<file path="config.mk">
export PLATFORM = sky130hd
export DESIGN_NAME = midi_message_tx
export DESIGN_NICKNAME = d
export VERILOG_FILES = /design/src/rtl/midi_message_tx.sv
export SDC_FILE = /design/constraint.sdc
export NUM_CORES = 1
export LEC_CHECK = 0
export ABC_AREA = 1
export ABC_CLOCK_PERIOD_IN_PS = 6000
export CORE_MARGIN = 1.5
export CORE_UTILIZATION = 64
export CTS_CLUSTER_DIAMETER = 120
export CTS_CLUSTER_SIZE = 30
export DETAILED_ROUTE_END_ITERATION = 16
export HOLD_SLACK_MARGIN = 0.12
export PLACE_DENSITY_LB_ADDON = 0.05
export SLEW_MARGIN = 20
export SYNTH_ARGS = -nofsm -noshare
export SYNTH_HDL_FRONTEND = slang
export SYNTH_SLANG_ARGS = --single-unit
</file>
<file path="constraint.sdc">
create_clock -name clk_in -period 6 [get_ports clk_in]
set_clock_uncertainty 0.1 [all_clocks]
set_input_delay 0.9 -clock clk_in [delete_from_list [all_inputs] [get_ports clk_in]]
set_output_delay 0.9 -clock clk_in [all_outputs]
set_load 0.03 [all_outputs]
</file>
<file path="src/rtl/midi_message_tx.sv">
// midi_message_tx: queues note-on/note-off requests and serialises each one as a
// 3-byte MIDI message (status, note, velocity) on an 8N1 line, idle high.
module midi_message_tx #(
  parameter int unsigned CLOCK_FREQUENCY = 100_000_000,
  parameter int unsigned MIDI_BAUD_RATE  = 31250,
  parameter int unsigned FIFO_DEPTH      = 4
) (
  input  logic       clk_in,
  input  logic       rst_in,
  input  logic [7:0] midi_velocity_in,
  input  logic [7:0] midi_received_note_in,
  input  logic       midi_data_ready_in,
  input  logic       midi_status_in,
  input  logic [3:0] midi_channel_in,
  output logic       midi_tx_out,
  output logic       busy_out,
  output logic       fifo_full_out,
  output logic       overflow_out,
  output logic       msg_sent_out
);

  localparam int unsigned BIT_CYCLES = CLOCK_FREQUENCY / MIDI_BAUD_RATE;
  localparam int unsigned PtrW       = (FIFO_DEPTH > 1) ? $clog2(FIFO_DEPTH) : 1;
  localparam int unsigned CntW       = PtrW + 1;
  localparam int unsigned CycW       = (BIT_CYCLES > 1) ? $clog2(BIT_CYCLES) : 1;
  localparam int unsigned EntryW     = 19;

  localparam logic [CycW-1:0] CycLast = CycW'(BIT_CYCLES - 1);
  localparam logic [CntW-1:0] CntFull = CntW'(FIFO_DEPTH);

  typedef enum logic [1:0] {StIdle, StStart, StData, StStop} state_e;

  // FIFO entry layout: {status, channel[3:0], note[6:0], velocity[6:0]}
  logic [EntryW-1:0] fifo_mem [FIFO_DEPTH];
  logic [EntryW-1:0] entry_in;
  logic [EntryW-1:0] head;

  logic [PtrW-1:0] wr_ptr_q, wr_ptr_d;
  logic [PtrW-1:0] rd_ptr_q, rd_ptr_d;
  logic [CntW-1:0] count_q, count_d;

  logic fifo_empty;
  logic fifo_full;
  logic push;
  logic pop;

  state_e          state_q, state_d;
  logic [CycW-1:0] cyc_q, cyc_d;
  logic [2:0]      bit_idx_q, bit_idx_d;
  logic [1:0]      byte_idx_q, byte_idx_d;
  logic [7:0]      shift_q, shift_d;
  logic [6:0]      byte1_q, byte1_d;
  logic [6:0]      byte2_q, byte2_d;
  logic            tx_q, tx_d;
  logic            msg_sent_q, msg_sent_d;
  logic            overflow_q, overflow_d;
  logic            tick;

  // MIDI data bytes are 7-bit; the top bits of note and velocity are dropped.
  logic unused_msbs;
  assign unused_msbs = ^{midi_received_note_in[7], midi_velocity_in[7]};

  assign entry_in = {midi_status_in, midi_channel_in, midi_received_note_in[6:0],
                     midi_velocity_in[6:0]};
  assign head     = fifo_mem[rd_ptr_q];

  assign fifo_empty = (count_q == '0);
  assign fifo_full  = (count_q == CntFull);
  assign pop        = (state_q == StIdle) && !fifo_empty;
  // A pop on the same edge frees a slot, so a full FIFO still accepts the push.
  assign push       = midi_data_ready_in && (!fifo_full || pop);
  assign overflow_d = midi_data_ready_in && fifo_full && !pop;

  always_comb begin
    wr_ptr_d = wr_ptr_q;
    rd_ptr_d = rd_ptr_q;
    count_d  = count_q;
    if (push) begin
      wr_ptr_d = wr_ptr_q + PtrW'(1);
    end
    if (pop) begin
      rd_ptr_d = rd_ptr_q + PtrW'(1);
    end
    unique case ({push, pop})
      2'b10:   count_d = count_q + CntW'(1);
      2'b01:   count_d = count_q - CntW'(1);
      default: count_d = count_q;
    endcase
  end

  always_ff @(posedge clk_in) begin
    if (push) begin
      fifo_mem[wr_ptr_q] <= entry_in;
    end
  end

  assign tick = (cyc_q == CycLast);

  always_comb begin
    state_d    = state_q;
    cyc_d      = cyc_q;
    bit_idx_d  = bit_idx_q;
    byte_idx_d = byte_idx_q;
    shift_d    = shift_q;
    byte1_d    = byte1_q;
    byte2_d    = byte2_q;
    tx_d       = tx_q;
    msg_sent_d = 1'b0;

    unique case (state_q)
      StIdle: begin
        tx_d = 1'b1;
        if (pop) begin
          state_d    = StStart;
          tx_d       = 1'b0;
          cyc_d      = '0;
          bit_idx_d  = '0;
          byte_idx_d = '0;
          shift_d    = {3'b100, head[18], head[17:14]};
          byte1_d    = head[13:7];
          byte2_d    = head[6:0];
        end
      end

      StStart: begin
        if (tick) begin
          cyc_d     = '0;
          state_d   = StData;
          bit_idx_d = '0;
          tx_d      = shift_q[0];
        end else begin
          cyc_d = cyc_q + CycW'(1);
        end
      end

      StData: begin
        if (tick) begin
          cyc_d = '0;
          if (bit_idx_q == 3'd7) begin
            state_d = StStop;
            tx_d    = 1'b1;
          end else begin
            bit_idx_d = bit_idx_q + 3'd1;
            shift_d   = {1'b0, shift_q[7:1]};
            tx_d      = shift_q[1];
          end
        end else begin
          cyc_d = cyc_q + CycW'(1);
        end
      end

      StStop: begin
        if (tick) begin
          cyc_d = '0;
          if (byte_idx_q == 2'd2) begin
            state_d    = StIdle;
            msg_sent_d = 1'b1;
          end else begin
            // Next start bit follows the stop bit with no idle gap.
            state_d    = StStart;
            tx_d       = 1'b0;
            bit_idx_d  = '0;
            byte_idx_d = byte_idx_q + 2'd1;
            shift_d    = (byte_idx_q == 2'd0) ? {1'b0, byte1_q} : {1'b0, byte2_q};
          end
        end else begin
          cyc_d = cyc_q + CycW'(1);
        end
      end

      default: begin
        state_d = StIdle;
        tx_d    = 1'b1;
      end
    endcase
  end

  always_ff @(posedge clk_in or posedge rst_in) begin
    if (rst_in) begin
      wr_ptr_q   <= '0;
      rd_ptr_q   <= '0;
      count_q    <= '0;
      state_q    <= StIdle;
      cyc_q      <= '0;
      bit_idx_q  <= '0;
      byte_idx_q <= '0;
      shift_q    <= '0;
      byte1_q    <= '0;
      byte2_q    <= '0;
      tx_q       <= 1'b1;
      msg_sent_q <= 1'b0;
      overflow_q <= 1'b0;
    end else begin
      wr_ptr_q   <= wr_ptr_d;
      rd_ptr_q   <= rd_ptr_d;
      count_q    <= count_d;
      state_q    <= state_d;
      cyc_q      <= cyc_d;
      bit_idx_q  <= bit_idx_d;
      byte_idx_q <= byte_idx_d;
      shift_q    <= shift_d;
      byte1_q    <= byte1_d;
      byte2_q    <= byte2_d;
      tx_q       <= tx_d;
      msg_sent_q <= msg_sent_d;
      overflow_q <= overflow_d;
    end
  end

  assign midi_tx_out   = tx_q;
  assign busy_out      = (state_q != StIdle) || !fifo_empty;
  assign fifo_full_out = fifo_full;
  assign overflow_out  = overflow_q;
  assign msg_sent_out  = msg_sent_q;

endmodule

</file>
==> impl_metrics.ini <==
[setup_path]
worstPathCellList = inv_1, ha_1, nand3_2, clkdlybuf4s50_1
worstPathArrival_ps = 2370
crit_family = buffers and inverters
path_depth = 4
max_stage_delay_ps = 670
slowest_stage = clkdlybuf4s50_1
cp-end-kind = output pin
r2r_cells = 12
cp-start-kind = flip-flop
crit_required_ps = 5000
crit_fanout = 9
r2r_slack_ps = 3100
critPathKind = flip-flop to output pin
crit_buf_inv = 2

[final_layout]
nNetsFinal = 623
final_cell_mix = 103 x nand2_1, 79 x nor2_1, 76 x edfxtp_1
layout_commonest_cell = nand2_1
design_area_sq_mm = 0.006554
area_growth_pct = 15.35
diodes = 0
drive_gt1_share_pct = 8.725
final_cells = 704
multiInputGateArea_sq_mm = 0.001797
fillers = 574
layout.area.seq_sq_mm = 0.003560

[yosys]
synth.avg_cell_area_sq_um = 10.29
synth_edf_count = 76
ys.warnings.count = 0
seq_area_frac_synth_pct = 62.65
syn-num-nets = 592
yosysUniqueCellTypes = 39
synthArstFlopShare_pct = 40.16
synth_top_flop_cell = edfxtp_1
synthCells = 552
synth_area_sq_mm = 0.005682
ys_ff_latch = 127

[power]
vdd_ir_drop_max_mv = 0.3373
power_density_mw_per_mm2 = 350.5
p_leak_nw = 2.713

[placement]
place_area_sq_mm = 0.005989
io_buffers = 26
dpl.hpwl_um = 6576
placedCellCount = 672
routabilityCongestion = 0.8183

[global_route]
grt.overflow.total = 0
antenna_found_initial = 0
grt_pass1_vias = 3793
grt_pass1_wl_um = 17980
grt_max_degree = 52
grt_use_total_pct = 24.62

[die]
start_util_pct = 65.47
floorplan.rows = 34
fp.dieW_um = 97.22
die_y_um = 97.22
dieArea_sq_mm = 0.009452
core_sq_mm = 0.008678
io_pins = 29

[cts]
clk_pin_slew_ps = 60
root_buffer = clkbuf_8
hold_buffers = 0
worstSkewPairLatency_ps = 510
post_cts_buffers = 0
cts.sinks = 127
h-tree-depth = 4
cts-resized-gates = 0
numCtsBuffers = 17
cts_tree = yes
clk_path_buf_depth = 2

[routing]
vias_per_cell = 5.555
wl_um = 10770
vias = 3911
drcViolationCount = 0
drtIter0Drc = 236
ant_nets = 0
first_pass_iters = 5
routedWlPerCell_um = 15.30

[sta]
hold_viol_final = 0
setup_viol = 0
worst_pin_slew_ps = 1062
grt_setup_unrepaired = no
min_period_ps = 3365
fin_crit_sh_pct = 56.09
fin_tns_setup_ps = 0
maxSlewViolCount = 0
maxSlewHeadroom_pct = 29.10
fmax_mhz = 297.1

[run]
cap_viol_max_count = 0

[worst_hold_path]
hp-class = flip-flop to flip-flop
hold_depth = 2

[outcome]
status = complete, no violations
-- tightest hold or removal path, delay by kind of cell (launching register included) --
kind             cells  cell delay [ps]
AND/OR/NAND/NOR      2              110
flip-flops           1              340
-- stage by stage --
step	hold slack, ps	power (W)	utilization, %	setup slack (ps)
detailed placement	362.6	0.001342	69.02	3105
CTS	381.7	0.002306	75.50	2625
finish	385.0	0.002297	75.52	2635
global route	413.7	0.002384	75.52	2545
floorplan	341.7	0.001245	-	3484
global placement	353.8	0.001331	69.02	3142
-- cell families (layout without fill, tap and decap cells) --
logic type      Yosys count  count (layout)  share of synthesized area, %
fa+ha+maj                16              16                         3.656
flops                   127             127                         62.65
compound gates          108             108                         10.57
simple gates            224             224                         16.47
xor+xnor                  6               6                        0.9249
buf+inv                  71             115                         5.726
-- power breakdown --
part	internal, W	leakage (nW)	switching [W]
logic	0.0000710	1.12	0.000157
clock network	0.000563	0.268	0.000411
registers	0.00106	1.32	0.0000360
-- state kept, by name (all words and copies together) (netlist names) --
register,count
bit_idx_q,3
byte1_q,7
byte2_q,7
byte_idx_q,2
count_q,3
cyc_q,12
fifo_mem,76
midi_tx_out,1
msg_sent_out,1
overflow_out,1
rd_ptr_q,2
shift_q,8
state_q,2
wr_ptr_q,2
-- routing by layer --
metal  wire, um  global-route usage [%]
met2       5724                   43.36
met5          0                       0
met3        430                   5.971
met1       4500                   30.26
met4        116                   7.363
-- cell type report --
class	count	area share [%]
Multi-Input combinational cell	354	27.41
Sequential cell	127	54.31
Inverter	52	3.074
Clock inverter	14	2.215
Clock buffer	18	6.376
Tap cell	108	2.062
Timing Repair Buffer	31	4.544
-- worst paths after layout --
check,start,endpoint
max,state_q[0],busy_out
min,shift_q[1],shift_q[1]
max reg2reg,state_q[0],count_q[2]
min reg2reg,shift_q[1],shift_q[1]
max in group asynchronous,rst_in,shift_q[7]
min in group asynchronous,rst_in,state_q[0]
-- cells in the mapped netlist, types with 6 or more instances --
master,count,area share (%)
nand2_1,103,6.8
nor2_1,79,5.2
edfxtp_1,76,40
o21ai_0,73,6.4
dfrtp_1,50,22
inv_1,50,3.3
nand3_1,24,2.1
ha_1,15,3.3
o22ai_1,11,1.2
clkbuf_1,7,0.46
a21oi_1,6,0.53
a31oi_1,6,0.66
(Power assumes the default switching activity.)
